File: src/rtl/iir_biquad_scheduler.sv
// Stereo 2nd-order IIR: one shared multiplier/accumulator, five products per channel per sample.
// A sample-rate divider launches each sample; ticks that arrive while busy are dropped and flagged.
module iir_biquad_scheduler #(
  parameter int COEFF_WIDTH = 18,
  parameter int COEFF_SCALE = 14,
  parameter int DATA_WIDTH  = 16,
  parameter int COUNT_BITS  = 10
) (
  input  logic                          clk,
  input  logic                          reset_n,
  input  logic [COUNT_BITS-1:0]         div,
  input  logic signed [DATA_WIDTH-1:0]  in_l,
  input  logic signed [DATA_WIDTH-1:0]  in_r,
  output logic signed [DATA_WIDTH-1:0]  out_l,
  output logic signed [DATA_WIDTH-1:0]  out_r,
  output logic                          out_valid,
  input  logic                          coef_valid,
  output logic                          coef_ready,
  input  logic [2:0]                    coef_addr,
  input  logic signed [COEFF_WIDTH-1:0] coef_data,
  output logic                          busy,
  output logic                          overrun,
  input  logic                          overrun_clr
);

  localparam int unsigned ACC_W  = DATA_WIDTH + COEFF_WIDTH + 3;
  localparam int unsigned PROD_W = DATA_WIDTH + COEFF_WIDTH;
  localparam logic signed [ACC_W-1:0] SAT_MAX = ACC_W'((2 ** (DATA_WIDTH - 1)) - 1);
  localparam logic signed [ACC_W-1:0] SAT_MIN = -SAT_MAX - ACC_W'(1);
  localparam logic signed [COEFF_WIDTH-1:0] UNITY = COEFF_WIDTH'(2 ** COEFF_SCALE);

  typedef enum logic [2:0] {IDLE, MAC_L, STORE_L, MAC_R, STORE_R, DONE} state_t;

  state_t state, state_next;
  logic [COUNT_BITS-1:0] count;
  logic                  tick;
  logic [2:0]            step;
  logic                  mac_en, acc_clr, busy_d, ready_d, valid_d;

  logic signed [COEFF_WIDTH-1:0] b1, b2, b3, a2, a3;
  logic signed [DATA_WIDTH-1:0]  x0_l, x1_l, x2_l, y1_l, y2_l;
  logic signed [DATA_WIDTH-1:0]  x0_r, x1_r, x2_r, y1_r, y2_r;

  logic signed [COEFF_WIDTH-1:0] mac_coef;
  logic signed [DATA_WIDTH-1:0]  mac_op;
  logic                          mac_sub;
  logic signed [PROD_W-1:0]      prod;
  logic signed [ACC_W-1:0]       acc, shifted;
  logic signed [DATA_WIDTH-1:0]  sat_res;

  assign tick = (div != '0) && (count == div - COUNT_BITS'(1));

  // State register
  always_ff @(posedge clk) begin
    if (!reset_n) state <= IDLE;
    else          state <= state_next;
  end

  // Next-state logic
  always_comb begin
    state_next = state;
    unique case (state)
      IDLE:    if (tick) state_next = MAC_L;
      MAC_L:   if (step == 3'd4) state_next = STORE_L;
      STORE_L: state_next = MAC_R;
      MAC_R:   if (step == 3'd4) state_next = STORE_R;
      STORE_R: state_next = DONE;
      DONE:    state_next = IDLE;
      default: state_next = IDLE;
    endcase
  end

  // Output/control decode
  always_comb begin
    mac_en  = (state == MAC_L) || (state == MAC_R);
    acc_clr = ((state == IDLE) && tick) || (state == STORE_L);
    busy_d  = (state_next != IDLE);
    ready_d = (state_next == IDLE);
    valid_d = (state_next == DONE);
  end

  always_ff @(posedge clk) begin
    if (!reset_n) begin
      busy       <= 1'b0;
      coef_ready <= 1'b1;
      out_valid  <= 1'b0;
      step       <= 3'd0;
    end else begin
      busy       <= busy_d;
      coef_ready <= ready_d;
      out_valid  <= valid_d;
      step       <= (mac_en && step != 3'd4) ? step + 3'd1 : 3'd0;
    end
  end

  // Sample-rate divider and dropped-tick flag (set beats clear)
  always_ff @(posedge clk) begin
    if (!reset_n) begin
      count   <= '0;
      overrun <= 1'b0;
    end else begin
      if (div == '0)                         count <= '0;
      else if (count >= div - COUNT_BITS'(1)) count <= '0;
      else                                   count <= count + COUNT_BITS'(1);
      if (tick && state != IDLE) overrun <= 1'b1;
      else if (overrun_clr)      overrun <= 1'b0;
    end
  end

  // Coefficient bank shared by both channels; addresses 5..7 are accepted and ignored
  always_ff @(posedge clk) begin
    if (!reset_n) begin
      b1 <= UNITY;
      b2 <= '0;
      b3 <= '0;
      a2 <= '0;
      a3 <= '0;
    end else if (coef_valid && coef_ready) begin
      case (coef_addr)
        3'd0:    b1 <= coef_data;
        3'd1:    b2 <= coef_data;
        3'd2:    b3 <= coef_data;
        3'd3:    a2 <= coef_data;
        3'd4:    a3 <= coef_data;
        default: ;
      endcase
    end
  end

  // Operand select: B1*x0 + B2*x1 + B3*x2 - A2*y1 - A3*y2
  always_comb begin
    mac_coef = b1;
    mac_op   = (state == MAC_R) ? x0_r : x0_l;
    mac_sub  = 1'b0;
    case (step)
      3'd1: begin mac_coef = b2; mac_op = (state == MAC_R) ? x1_r : x1_l; end
      3'd2: begin mac_coef = b3; mac_op = (state == MAC_R) ? x2_r : x2_l; end
      3'd3: begin mac_coef = a2; mac_op = (state == MAC_R) ? y1_r : y1_l; mac_sub = 1'b1; end
      3'd4: begin mac_coef = a3; mac_op = (state == MAC_R) ? y2_r : y2_l; mac_sub = 1'b1; end
      default: ;
    endcase
  end

  assign prod    = PROD_W'(mac_coef) * PROD_W'(mac_op);
  assign shifted = acc >>> COEFF_SCALE;

  always_comb begin
    if (shifted > SAT_MAX)      sat_res = DATA_WIDTH'(SAT_MAX);
    else if (shifted < SAT_MIN) sat_res = DATA_WIDTH'(SAT_MIN);
    else                        sat_res = DATA_WIDTH'(shifted);
  end

  // Datapath: capture, accumulate, history update, output latch
  always_ff @(posedge clk) begin
    if (!reset_n) begin
      acc   <= '0;
      x0_l  <= '0; x1_l <= '0; x2_l <= '0; y1_l <= '0; y2_l <= '0;
      x0_r  <= '0; x1_r <= '0; x2_r <= '0; y1_r <= '0; y2_r <= '0;
      out_l <= '0;
      out_r <= '0;
    end else begin
      if (acc_clr)     acc <= '0;
      else if (mac_en) acc <= mac_sub ? acc - ACC_W'(prod) : acc + ACC_W'(prod);
      if (state == IDLE && tick) begin
        x0_l <= in_l;
        x0_r <= in_r;
      end
      if (state == STORE_L) begin
        x2_l <= x1_l; x1_l <= x0_l; y2_l <= y1_l; y1_l <= sat_res;
      end
      if (state == STORE_R) begin
        x2_r <= x1_r; x1_r <= x0_r; y2_r <= y1_r; y1_r <= sat_res;
        out_l <= y1_l;
        out_r <= sat_res;
      end
    end
  end

endmodule

File: config.mk
export PLATFORM = sky130hd
export DESIGN_NAME = iir_biquad_scheduler
export DESIGN_NICKNAME = d
export VERILOG_FILES = /design/src/rtl/iir_biquad_scheduler.sv
export SDC_FILE = /design/constraint.sdc
export NUM_CORES = 2
export LEC_CHECK = 0
export ABC_AREA = 1
export BUFFER_PORTS_ARGS = -buffer_cell sky130_fd_sc_hd__buf_2
export CAP_MARGIN = 20
export CORE_ASPECT_RATIO = 0.75
export CORE_MARGIN = 2
export CORE_UTILIZATION = 40
export CTS_BUF_LIST = sky130_fd_sc_hd__clkbuf_16
export CTS_CLUSTER_DIAMETER = 120
export DETAILED_ROUTE_END_ITERATION = 12
export PLACE_DENSITY_LB_ADDON = 0.1
export SLEW_MARGIN = 20
export SYNTH_ARGS = -nofsm -noshare
export SYNTH_HDL_FRONTEND = slang
export SYNTH_SLANG_ARGS = --single-unit
File: constraint.sdc
create_clock -name clk -period 12.7 [get_ports clk]
set_input_delay 1.27 -clock clk [delete_from_list [all_inputs] [get_ports clk]]
set_output_delay 1.27 -clock clk [all_outputs]
set_load 0.1 [all_outputs]
# Yosys cells after proc, flatten, opt, wreduce, memory -nomap -nowiden
# Cells that the tools add are included.
op_classes:
  bitwise_logic: 1
  magnitude_cmp: 3
  n_mul: 1
  addsub: 5
  n_reduce_logical: 24
  mux: 17
  n_eq_ne: 15
ops:
  columns: ["operator", "n"]
  rows:
  - ["$mux 16", 7]
  - ["$pmux 18 s4", 1]
  - ["$pmux 16 s4", 1]
  - ["$add 37x34->37", 1]
  - ["$mux 37", 1]
  - ["$sub 37x34->37", 1]
  - ["$mul 18x16->34", 1]
  - ["$gt 23x16->1 const B", 1]
  - ["$lt 23x16->1 const B", 1]
  - ["$eq 3x2->1 const B", 6]
  - ["$pmux 3 s5", 1]
  - ["$eq 3x3->1 const B", 4]
  - ["$reduce_and 2->1", 6]
  - ["$add 10x1->10 const B", 1]
  - ["$eq 10x10->1", 1]
  - ["$ge 10x10->1", 1]
  - ["$logic_not 10->1", 1]
  - ["$reduce_bool 10->1", 1]
  - ["$sub 10x1->10 const B", 1]
  - ["$eq 3x1->1 const B", 3]
  - ["$logic_not 3->1", 3]
  - ["$mux 3", 3]
  - ["$reduce_bool 3->1", 2]
  - ["$logic_and 1x1->1", 5]
  - ["8 further kinds", 12]
word_totals:
  wordCells: 90
  input_bits: 67
  output_inout_bits: 36
  register_bits: 323

# Logic depth before layout (Yosys ltp)
depth:
  ltp_word: 6
  ltp_mapped: 61
  ltp_nobuf: 60

# Worst setup path before layout
# No wires, ideal clock.
synth_path:
  kind: "register -> register"
  from: "register step[0]"
  to: "register acc[36]"
  required_ns: 12.587
  arrival_ns: 8.936
  path_stages_with_launch: 52
  setup_slack_ns: 3.651
  setup_ns: 0.113
  synth_period_minus_slack_ns: 9.049
  path_buffers: 2
  path_cell_list: "dfxtp_1 -> inv_1 -> ha_1 -> nand2_1 -> inv_2 -> nor2_4 -> inv_2 -> nor3_4 -> clkbuf_1 -> nand2_1 -> nand2_1 -> clkinv_1 -> nor2_1 -> inv_1 -> fa_1 -> fa_1 -> fa_1 -> inv_1 -> [... 16 more ...] -> nand3_1 -> xor2_1 -> nand2_1 -> o21ai_1 -> ha_1 -> clkbuf_1 -> a21oi_1 -> inv_1 -> a31oi_1 -> a21oi_1 -> nor2_1 -> nand2_1 -> a31oi_1 -> nand3_1 -> nand2_1 -> nor2_1 -> nor2_1 -> nor2_1"
synth_between:
  elab_chain_len: 5
  word_cells_on_any_way: 12
  classes_between: "add/sub: 2; mul: 1; eq/ne: 4; mux: 4; reduce/logical: 1"
synth_lines:
  columns: ["item", "line", "text"]
  rows:
  - ["from (decl)", "37", "logic [2:0] step;"]
  - ["from (signal assigned)", "92", "step <= (mac_en && step != 3'd4) ? step + 3'd1 : 3'd0;"]
  - ["$eq 3x3->1 (tied with other cells)", "135", "case (step)"]
  - ["$pmux 18 s4 or $pmux 16 s4 (tied branches)", "135", null]
  - ["$mul 18x16->34", "144", "assign prod = PROD_W'(mac_coef) * PROD_W'(mac_op);"]
  - ["$add 37x34->37 or $sub 37x34->37 (tied branches)", "163", "else if (mac_en) acc <= mac_sub ? acc - ACC_W'(prod) : acc + ACC_W'(prod);"]
  - ["$mux 37 (*)", "163", null]
  - ["to (signal assigned)", "163", null]
  - ["to (decl)", "48", "logic signed [ACC_W-1:0] acc, shifted;"]
# Every way passes the cells marked *; elsewhere a longest branch is shown, timed or not.
# A chain may end at the register's enable or synchronous reset.

# Worst setup path after layout
# Ends and elaborated chain as after synthesis.

==> results.json <==
{
  "initial_core_util_pct": 40.4,
  "final.setup.tns_ps": 0,
  "detail_route.wl_per_cell_um": 18.0,
  "io_buffer_count": 102,
  "gp_congestion": 0.945,
  "dp.cells": 4971,
  "final_cell_mix": "inv_1, nand2_1, nor2_1",
  "arrival_ps": 12060,
  "yosysWarningCount": 0,
  "grt_usage_pct": 25.4,
  "finalHoldViolations": 0,
  "fillers": 7348,
  "final_net_count": 4561,
  "cts_max_level": 2,
  "ios": 103,
  "coreArea_um2": 70100,
  "ys_seq_elements": 323,
  "reg2reg_slack_ps": 1110,
  "hold_path.class": "reg2reg",
  "syn_area_per_cell_um2": 7.07,
  "antenna_found_initial": 1,
  "slew_headroom_pct": 15.9,
  "row_count": 84,
  "synthesis.nets": 4508,
  "synth_edf_count": 0,
  "diodes": 0,
  "ctsHoldBuffers": 0,
  "drv_slew": 0,
  "start_kind": "register",
  "min_from": "a3[2]$_SDFFE_PN0P_",
  "path_class": "reg2reg",
  "holdPathEnd": "a3[2]$_SDFFE_PN0P_",
  "rsz0062_at_grt": "false",
  "fmax_mhz": 86.3,
  "fin_crit_sh_pct": 91.3,
  "cts_setup_buffers": 0,
  "cpMaxStageDelayCell": "nor2_1",
  "drc": 0,
  "ys_async_sr_fraction_pct": 0,
  "critical_path.most_common_cell": "nor2_1",
  "grt_pass1_vias": 25100,
  "cp_max_fo": 28,
  "clk_pin_slew_worst_paths_ps": 60,
  "crit_path_end_kind": "register",
  "die_w_um": 311,
  "setup_violations": 0,
  "cpPeakStageDelay_ps": 620,
  "grt_max_degree": 114,
  "cp.required_ps": 13170,
  "r2r-start": "step[0]$_SDFF_PN0_",
  "p_per_area_nw_per_um2": 75.4,
  "grt_pass1_wl_mm": 145,
  "antenna_left": 0,
  "reg2regPathDepth": 46,
  "vias": 25300,
  "drive_gt1_share_pct": 6.97,
  "ys_types": 51,
  "finalNonFillerCells": 5033,
  "postPlaceCellArea_um2": 30000,
  "r2r_end": "acc[36]$_SDFFE_PP0P_",
  "peakVddDrop_mv": 0.0814,
  "synth_ff_type": "dfxtp_1",
  "multiInputGateArea_um2": 18500,
  "cts_buffers": 36,
  "place_hpwl_mm": 70.5,
  "final_common_cell": "inv_1",
  "skew_ps": 33.2,
  "via_per_inst": 5.04,
  "status": "finished, final reports clean",
  "drt-pass1-iter-count": 6,
  "insertion_delay_ps": 580,
  "worst_pin_slew_ps": 1250,
  "holdPathStages": 2,
  "final_area_um2": 31100,
  "dieArea_um2": 73000,
  "synth_seq_area_share_pct": 22.8,
  "wirelength_mm": 90.8,
  "seq_area_um2": 6470,
  "numClockSinks": 323,
  "synth_area_um2": 28300,
  "cap_violations": 0,
  "cts_root_buffer": "clkbuf_16",
  "synthCells": 4010,
  "cts-resized-gates": 0,
  "p_total_mw": 2.34,
  "cts_tree": "built",
  "drt_iter0_markers": 2005,
  "die_h_um": 235,
  "overflow": 0,
  "layout_min_cycle_time_ps": 11590,
  "finalHoldWorstSlack_ps": 445,
  "clockBufferDepth": 3,
  "area_growth_pct": 9.71,
  "power_leakage_nw": 15.8
}
per-layer routing:
layer  wire (um)  part of all wire [%]  track usage [%]
met1       45300                    50             37.7
met3        6400                   7.1             4.96
met2       37100                    41             37.8
met5           0                     0                0
met4        2080                   2.3             6.22
area by class of cell:
class	count	share of cell area, %
multi-input cells	2795	59.6
flip-flops and latches	323	20.8
inverters	746	9.01
well taps	946	3.81
repair buffers	161	3.09
clock buffers	36	2.90
clock inverters	26	0.761
synthesized netlist by cell type, types with 2 or more instances:
cell	instances	area [um2]
buf_1	13	48.8
and2_1	7	43.8
nor2_4	2	22.5
dfxtp_1	323	6470
clkbuf_1	114	428
o21ai_0	373	1870
nand2_1	680	2550
a211oi_1	4	30.0
nor2_1	641	2410
o21ai_1	7	35.0
fa_1	292	5850
nand4_1	46	288
a31oi_1	14	87.6
inv_1	704	2640
nand2_2	7	43.8
xnor2_1	25	219
nor2_2	12	75.1
nor3_2	3	30.0
xor2_1	53	464
a21o_1	5	37.5
o21a_1	2	15.0
nor3_1	33	165
or2_2	4	25.0
o22ai_1	7	43.8
o21bai_1	3	22.5
nand3_2	4	40.0
nand3_1	88	440
nand3b_1	5	37.5
nor4_1	10	62.6
a21oi_1	275	1380
o41ai_1	2	17.5
clkinv_1	17	63.8
nor3b_1	5	37.5
a221oi_1	20	175
o221ai_1	7	61.3
nor3_4	2	32.5
buf_2	19	95.1
o211ai_1	7	52.6
ha_1	139	1740
inv_2	25	93.8
where the power goes:
part	internal [mW]	switching, mW
Clock	0.585	0.471
Sequential	1.02	0.00527
Combinational	0.0811	0.177
logic make-up (layout without fill, tap and decap cells):
group                      after synthesis  after routing  synth area share (%)
DFF                                    323            323                  22.8
adders and majority gates              431            431                  26.8
and+or+nand+nor                       1551           1551                  22.3
AOI/OAI and AO/OA                      734            734                  13.7
xor gates and xnor gates                79             79                  2.47
buffers and inverters                  892            969                  11.9
worst max path at each step:
stage / from / end / depth (start not counted) / slack [ps]
detailed placement: step[0]$_SDFF_PN0_ / acc[36]$_SDFFE_PP0P_ / 46 / 1350
floorplan: step[0]$_SDFF_PN0_ / acc[36]$_SDFFE_PP0P_ / 51 / 3650
global placement: step[0]$_SDFF_PN0_ / acc[36]$_SDFFE_PP0P_ / 48 / 1130
finish: step[0]$_SDFF_PN0_ / acc[36]$_SDFFE_PP0P_ / 46 / 1110
CTS: step[0]$_SDFF_PN0_ / acc[36]$_SDFFE_PP0P_ / 48 / 1240
global route: step[0]$_SDFF_PN0_ / acc[36]$_SDFFE_PP0P_ / 48 / 460
state kept, by name (all words and copies together), names as in the netlist, 18 cells and up:
name	count
b2	18
a3	18
acc	37
a2	18
b1	18
b3	18
worst max-delay path: cells and delay by family, from the launching register on:
| family | cells | cell delay (ps) |
|---|---|---|
| and+or+nand+nor | 23 | 4050 |
| AOI/OAI and AO/OA | 5 | 1110 |
| DFF | 1 | 340 |
| buffers and inverters | 7 | 1260 |
| adders and majority gates | 10 | 4540 |
| xor gates and xnor gates | 1 | 160 |
through the flow:
step / util, % / worst slack [ps]
2_1_floorplan: - / 3650
3_3_place_gp: 42.7 / 1130
3_5_place_dp: 42.7 / 1350
4_1_cts: 44.3 / 1240
5_1_grt: 44.3 / 461
6_report: 44.3 / 1110
Power figures use the tool's default switching activity.
